$ cat src/rtl/g_inv_seq_if.sv
// g_inv_seq_if: input/output valid-ready bundle for the inverse G sequencer.
interface g_inv_seq_if #(parameter int W = 32);
  logic         in_valid;
  logic         in_ready;
  logic [W-1:0] a_in, b_in, c_in, d_in, x, y;
  logic         out_valid;
  logic         out_ready;
  logic [W-1:0] a_out, b_out, c_out, d_out;
  modport master (
    output in_valid, a_in, b_in, c_in, d_in, x, y, out_ready,
    input  in_ready, out_valid, a_out, b_out, c_out, d_out
  );
  modport slave (
    input  in_valid, a_in, b_in, c_in, d_in, x, y, out_ready,
    output in_ready, out_valid, a_out, b_out, c_out, d_out
  );
endinterface

$ cat src/rtl/g_inv_seq.sv
// g_inv_seq: sequential inverse of the two-half BLAKE2 G mix, one half per clock.
// Optional G_INV_SELFCHECK_EN re-runs forward G on the result and flags mismatches on err.
module g_inv_seq #(
  parameter int W   = 32,
  parameter int RD0 = 16,
  parameter int RB0 = 12,
  parameter int RD1 = 8,
  parameter int RB1 = 7
) (
  input logic clk,
  input logic rst_n,
  g_inv_seq_if.slave bus
`ifdef G_INV_SELFCHECK_EN
  , output logic err
`endif
);
  if (RD0 <= 0 || RD0 >= W || RB0 <= 0 || RB0 >= W ||
      RD1 <= 0 || RD1 >= W || RB1 <= 0 || RB1 >= W) begin : g_bad_rot
    $error("g_inv_seq: rotate amounts must satisfy 0 < r < W");
  end
`ifdef G_INV_SELFCHECK_EN
  typedef enum logic [2:0] {IDLE, H1, H0, CHK, DONE} state_t;
`else
  typedef enum logic [1:0] {IDLE, H1, H0, DONE} state_t;
`endif
  state_t state, next;
  logic in_ready, out_valid;
  logic [4*W-1:0] st;
  logic [W-1:0] xr, yr;
  function automatic logic [W-1:0] rotl(input logic [W-1:0] v, input int n);
    return (v << n) | (v >> (W - n));
  endfunction
  // Each step uses the words already restored by the previous step.
  function automatic logic [4*W-1:0] inv_half(input logic [4*W-1:0] s, input logic [W-1:0] m,
                                              input int rd, input int rb);
    logic [W-1:0] a, b, c, d;
    {a, b, c, d} = s;
    b = rotl(b, rb) ^ c;
    c = c - d;
    d = rotl(d, rd) ^ a;
    a = a - b - m;
    return {a, b, c, d};
  endfunction
`ifdef G_INV_SELFCHECK_EN
  logic [4*W-1:0] chk_in;
  logic err_r;
  function automatic logic [4*W-1:0] fwd_half(input logic [4*W-1:0] s, input logic [W-1:0] m,
                                              input int rd, input int rb);
    logic [W-1:0] a, b, c, d;
    {a, b, c, d} = s;
    a = a + b + m;
    d = rotl(d ^ a, W - rd);
    c = c + d;
    b = rotl(b ^ c, W - rb);
    return {a, b, c, d};
  endfunction
  assign err = err_r;
`endif
  always_ff @(posedge clk or negedge rst_n)
    if (!rst_n) state <= IDLE;
    else state <= next;
  always_comb begin
    next = state;
    in_ready = state == IDLE;
    out_valid = state == DONE;
    case (state)
      IDLE: next = bus.in_valid ? H1 : IDLE;
      H1:   next = H0;
`ifdef G_INV_SELFCHECK_EN
      H0:   next = CHK;
      CHK:  next = DONE;
`else
      H0:   next = DONE;
`endif
      DONE: next = bus.out_ready ? IDLE : DONE;
      default: next = IDLE;
    endcase
  end
  always_ff @(posedge clk or negedge rst_n) begin
    if (!rst_n) begin
      st <= '0;
      xr <= '0;
      yr <= '0;
`ifdef G_INV_SELFCHECK_EN
      chk_in <= '0;
      err_r <= 1'b0;
`endif
    end else begin
      if (state == IDLE && bus.in_valid) begin
        st <= {bus.a_in, bus.b_in, bus.c_in, bus.d_in};
        xr <= bus.x;
        yr <= bus.y;
      end else if (state == H1) st <= inv_half(st, yr, RD1, RB1);
      else if (state == H0) st <= inv_half(st, xr, RD0, RB0);
`ifdef G_INV_SELFCHECK_EN
      if (state == IDLE && bus.in_valid) chk_in <= {bus.a_in, bus.b_in, bus.c_in, bus.d_in};
      if (state == CHK) err_r <= fwd_half(fwd_half(st, xr, RD0, RB0), yr, RD1, RB1) != chk_in;
      else if (state == DONE && bus.out_ready) err_r <= 1'b0;
`endif
    end
  end
  assign bus.in_ready = in_ready;
  assign bus.out_valid = out_valid;
  assign {bus.a_out, bus.b_out, bus.c_out, bus.d_out} = st;
endmodule

$ cat src/flat_wrapper.sv
// flat-port wrapper written by rule: the top's interface ports become plain ports
module g_inv_seq_flat 
#(
  parameter int W   = 32,
  parameter int RD0 = 16,
  parameter int RB0 = 12,
  parameter int RD1 = 8,
  parameter int RB1 = 7
)
  (clk, rst_n, bus_in_valid, bus_a_in, bus_b_in, bus_c_in, bus_d_in, bus_x, bus_y, bus_out_ready, bus_in_ready, bus_out_valid, bus_a_out, bus_b_out, bus_c_out, bus_d_out);
  g_inv_seq_if #(.W(W)) bus_i ();
  input logic clk;
  input logic rst_n;
  input wire logic [$bits(bus_i.in_valid)-1:0] bus_in_valid;
  input wire logic [$bits(bus_i.a_in)-1:0] bus_a_in;
  input wire logic [$bits(bus_i.b_in)-1:0] bus_b_in;
  input wire logic [$bits(bus_i.c_in)-1:0] bus_c_in;
  input wire logic [$bits(bus_i.d_in)-1:0] bus_d_in;
  input wire logic [$bits(bus_i.x)-1:0] bus_x;
  input wire logic [$bits(bus_i.y)-1:0] bus_y;
  input wire logic [$bits(bus_i.out_ready)-1:0] bus_out_ready;
  output wire logic [$bits(bus_i.in_ready)-1:0] bus_in_ready;
  output wire logic [$bits(bus_i.out_valid)-1:0] bus_out_valid;
  output wire logic [$bits(bus_i.a_out)-1:0] bus_a_out;
  output wire logic [$bits(bus_i.b_out)-1:0] bus_b_out;
  output wire logic [$bits(bus_i.c_out)-1:0] bus_c_out;
  output wire logic [$bits(bus_i.d_out)-1:0] bus_d_out;
  assign bus_i.in_valid = bus_in_valid;
  assign bus_i.a_in = bus_a_in;
  assign bus_i.b_in = bus_b_in;
  assign bus_i.c_in = bus_c_in;
  assign bus_i.d_in = bus_d_in;
  assign bus_i.x = bus_x;
  assign bus_i.y = bus_y;
  assign bus_i.out_ready = bus_out_ready;
  assign bus_in_ready = bus_i.in_ready;
  assign bus_out_valid = bus_i.out_valid;
  assign bus_a_out = bus_i.a_out;
  assign bus_b_out = bus_i.b_out;
  assign bus_c_out = bus_i.c_out;
  assign bus_d_out = bus_i.d_out;
  g_inv_seq #(.W(W), .RD0(RD0), .RB0(RB0), .RD1(RD1), .RB1(RB1)) u_core (.clk(clk), .rst_n(rst_n), .bus(bus_i));
endmodule
$ cat config.mk
export PLATFORM = sky130hd
export DESIGN_NAME = g_inv_seq_flat
export DESIGN_NICKNAME = d
export VERILOG_FILES = /design/src/rtl/g_inv_seq_if.sv /design/src/rtl/g_inv_seq.sv /design/src/flat_wrapper.sv
export SDC_FILE = /design/constraint.sdc
export NUM_CORES = 1
export LEC_CHECK = 0
export CAP_MARGIN = 20
export CORE_UTILIZATION = 45
export CTS_BUF_LIST = sky130_fd_sc_hd__clkbuf_4 sky130_fd_sc_hd__clkbuf_8 sky130_fd_sc_hd__clkbuf_16
export CTS_CLUSTER_SIZE = 25
export DETAILED_ROUTE_END_ITERATION = 6
export GPL_ROUTABILITY_DRIVEN = 0
export PLACE_DENSITY = 0.71
export SLEW_MARGIN = 20
export SYNTH_ARGS = -nofsm -noshare
export SYNTH_HDL_FRONTEND = slang
export SYNTH_SLANG_ARGS = --single-unit
$ cat constraint.sdc
create_clock -name clk -period 5.2 [get_ports clk]
set_input_delay 0.78 -clock clk [delete_from_list [all_inputs] [get_ports clk]]
set_output_delay 0.78 -clock clk [all_outputs]
set_load 0.05 [all_outputs]
==> summary.md <==
| Metric | Value |
|---|---|
| Outcome | finished clean |
| Initial Utilization | 0.4610 |
| First-pass GRT wire length | 92.03 mm |
| Critical Path Start Type | flip-flop |
| Post-synthesis sequential area ratio | 0.3027 |
| Core ar. | 0.03480 mm2 |
| Final setup TNS | 0 ps |
| Final setup vio count | 0 |
| Setup repair bufs after CTS | 0 |
| Largest net degree at the start of global routing | 122 |
| Synth Flop Type | dfrtp_1 |
| Syn_nets | 2231 |
| Mapped cell area | 0.01604 mm2 |
| Final count of hold timing violations | 0 |
| Nets | 2505 |
| Worst min path class | input port to asynchronous set/reset pin |
| Fin crit period | 4018 ps |
| Clk_lat worst skew | 470 ps |
| Pre-antenna DRT Iters | 6 |
| Vias in the first global route | 15110 |
| Drt wl/cell | 23.61 um |
| Residual DRC count | 0 |
| Post-DP HPWL | 47.74 mm |
| Root Buffer | clkbuf_16 |
| Total track usage | 0.3437 |
| Arrival @ worst endpoint | 4420 ps |
| Pins Over Slew Limit | 0 |
| Initial DRC Count | 1784 |
| PortBufs | 325 |
| Clock-pin transition on the worst setup and hold timing paths | 80 ps |
| CTS max path bufs | 2 |
| Crit path kind | flip-flop to flip-flop |
| Worst slack at placement | 1335 ps |
| Vias | 15550 |
| Slew headroom | 0.3664 |
| Synth area leader | dfrtp_1 |
| Final WS setup | 1182 ps |
| Clk sinks | 194 |
| Post-synth EDFFs | 0 |
| Die X | 190.8 um |
| Worst r2r src | u_core.st[36] |
| Fmax | 248.9 MHz |
| Slowest cell delay on critical path | 580 ps |
| Initial antenna violation count | 0 |
| Slowest CP cell | o41ai_1 |
| Netlist cell types | 70 |
| Buffers and inverters on the worst path | 0 |
| Synth warn | 0 |
| Post-cts resize count | 0 |
| Hold_buf cts | 0 |
| Top-area cell type share of the netlist area | 0.3027 |
| Fraction of layout cells with a size suffix above 1 | 0.03197 |
| Cells after Synth | 1871 |
| Final ANT Viol Nets | 0 |
| Total CTS buffers | 17 |
| Overflow left after global routing | 0 |
| CP Max Fanout | 5 |
| FF-to-FF path depth | 13 |
| Req. time, crit path | 5600 ps |
| Family with the most delay on the worst path | compound AO/OA/AOI/OAI gates |
| Die area | 0.03640 mm2 |
| Vias/cell | 5.950 |
| Area Growth Syn to Fin | 26.01% |
| Die Span Y | 190.8 um |
| Flops & latches, synth | 194 |
| H-tree level count | 4 |
| I/O pins | 326 |
| Type of destination of the critical path | flip-flop |
| Worst slew pin tran | 950.4 ps |
| Ranking of synthesized cells by area | dfrtp_1 (30%), xnor2_1 (8.1%), ha_1 (7.9%) |
| Critical-path cell list | xnor2_1, fa_1, ha_1, nand2_1, a21oi_1, o2111ai_1, nand3_1, and3b_1, o22ai_2, o41ai_1, xnor2_1, o221ai_1, a21oi_1 |
| Routed WL | 61.72 mm |
| Period utilisation layout | 0.7727 |
| CTS tree | built |
| Hold slack | 328.3 ps |
| Average cell area after synthesis | 8.573 um2 |
| Final Skew | 20.53 ps |
| R2R Setup Slk | 1180 ps |
| Max-Cap Viols | 0 |
| Finished Core Util | 0.5809 |
| RSZ-0062 raised after global routing | false |
| Capturing point of the worst reg2reg path | u_core.st[127] |
| Synth async-reset ratio | 1.000 |
| Row count | 68 |
-- flip-flops by register name, summed over array words and instances (netlist names) --
name,count
u_core.st,128
u_core.state,2
u_core.xr,32
u_core.yr,32
-- stage by stage --
step,std cells,instance area [um2]
after CTS,2613,20210
after global placement,2581,19660
after detailed placement,2581,19660
after floorplan,1871,16040
final,2614,20210
after global routing,2613,20210
-- final cells by class --
| cell class | count | area [um2] |
|---|---|---|
| inverter | 124 | 465.4 |
| antenna | 1 | 2.502 |
| sequential | 194 | 4855 |
| multi-input combinational | 1469 | 10380 |
| clock buffer | 21 | 467.9 |
| clock inverter | 11 | 82.58 |
| tap | 455 | 569.3 |
| timing repair buffer | 339 | 3387 |
| fill | 3110 | 14590 |
-- cell usage after synthesis (17+ instances only) --
master,instances
nor2_1,133
a21o_1,49
nand2_1,262
ha_1,101
xnor2_1,148
a31oi_1,42
o21ai_0,144
nor3_1,17
mux2i_1,88
xor2_1,31
clkbuf_1,67
nand3_1,51
dfrtp_1,194
a21oi_1,144
fa_1,63
inv_1,123
-- per-layer routing --
layer / wire length (um) / part of all wire / GRT usage
met4: 3155 / 0.051 / 0.1754
met5: 0 / 0 / 0
met3: 6759 / 0.11 / 0.09422
met2: 26340 / 0.43 / 0.4964
met1: 25470 / 0.41 / 0.4685
-- cell usage in the layout (no fill, tap or decap), types with 4 or more instances in the layout --
cell type          n
a211o_1            5
a211oi_1          16
a21o_1            49
a21oi_1          144
a221oi_1           6
a311oi_1           4
a31oi_1           42
and2_1             7
and3_1            16
buf_4             12
clkbuf_16         17
clkdlybuf4s50_1  324
clkinvlp_4         4
dfrtp_1          194
fa_1              63
ha_1              99
inv_1            123
mux2i_1           88
nand2_1          261
nand2b_1          13
nand3_1           51
nand4_1            9
nor2_1           133
nor2b_1           10
nor3_1            17
nor4_1             4
o211ai_1           8
o21a_1            13
o21ai_0          144
o21ai_1           12
o21bai_1          12
o221ai_1           4
o31ai_1            5
or3_1              9
xnor2_1          148
xor2_1            31
-- cells by family (layout without fill, tap and decap cells) --
group | after synthesis | after routing | share of synthesized area
AOI/OAI and AO/OA | 498 | 498 | 0.1908
adders and majority gates | 164 | 164 | 0.1574
other | 0 | 1 | 0
DFF | 194 | 194 | 0.3027
and+or+nand+nor | 540 | 540 | 0.1443
xor gates and xnor gates | 179 | 179 | 0.09774
buffers and inverters | 208 | 495 | 0.05218
muxes | 88 | 88 | 0.05491
-- worst reg2reg max path, delay by kind of cell, from the launching register on --
family                     cells  cell delay (ps)
adders and majority gates      2              820
AOI/OAI and AO/OA              6             1510
xor gates and xnor gates       2              590
and+or+nand+nor                3              540
DFF                            1              480
-- worst max path at each step --
stage,start,end,slack (ps),cells after the start
floorplan,u_core.st[36],u_core.st[113],1620,13
global placement,u_core.st[64],u_core.st[124],1430,13
detailed placement,u_core.st[36],u_core.st[127],1330,13
CTS,u_core.st[36],u_core.st[127],1320,13
global route,u_core.st[34],u_core.st[127],960,13
finish,u_core.st[36],u_core.st[127],1180,13
Power is not shown: default switching activity piles up to over one toggle a cycle in this logic, so the estimate is an artifact.
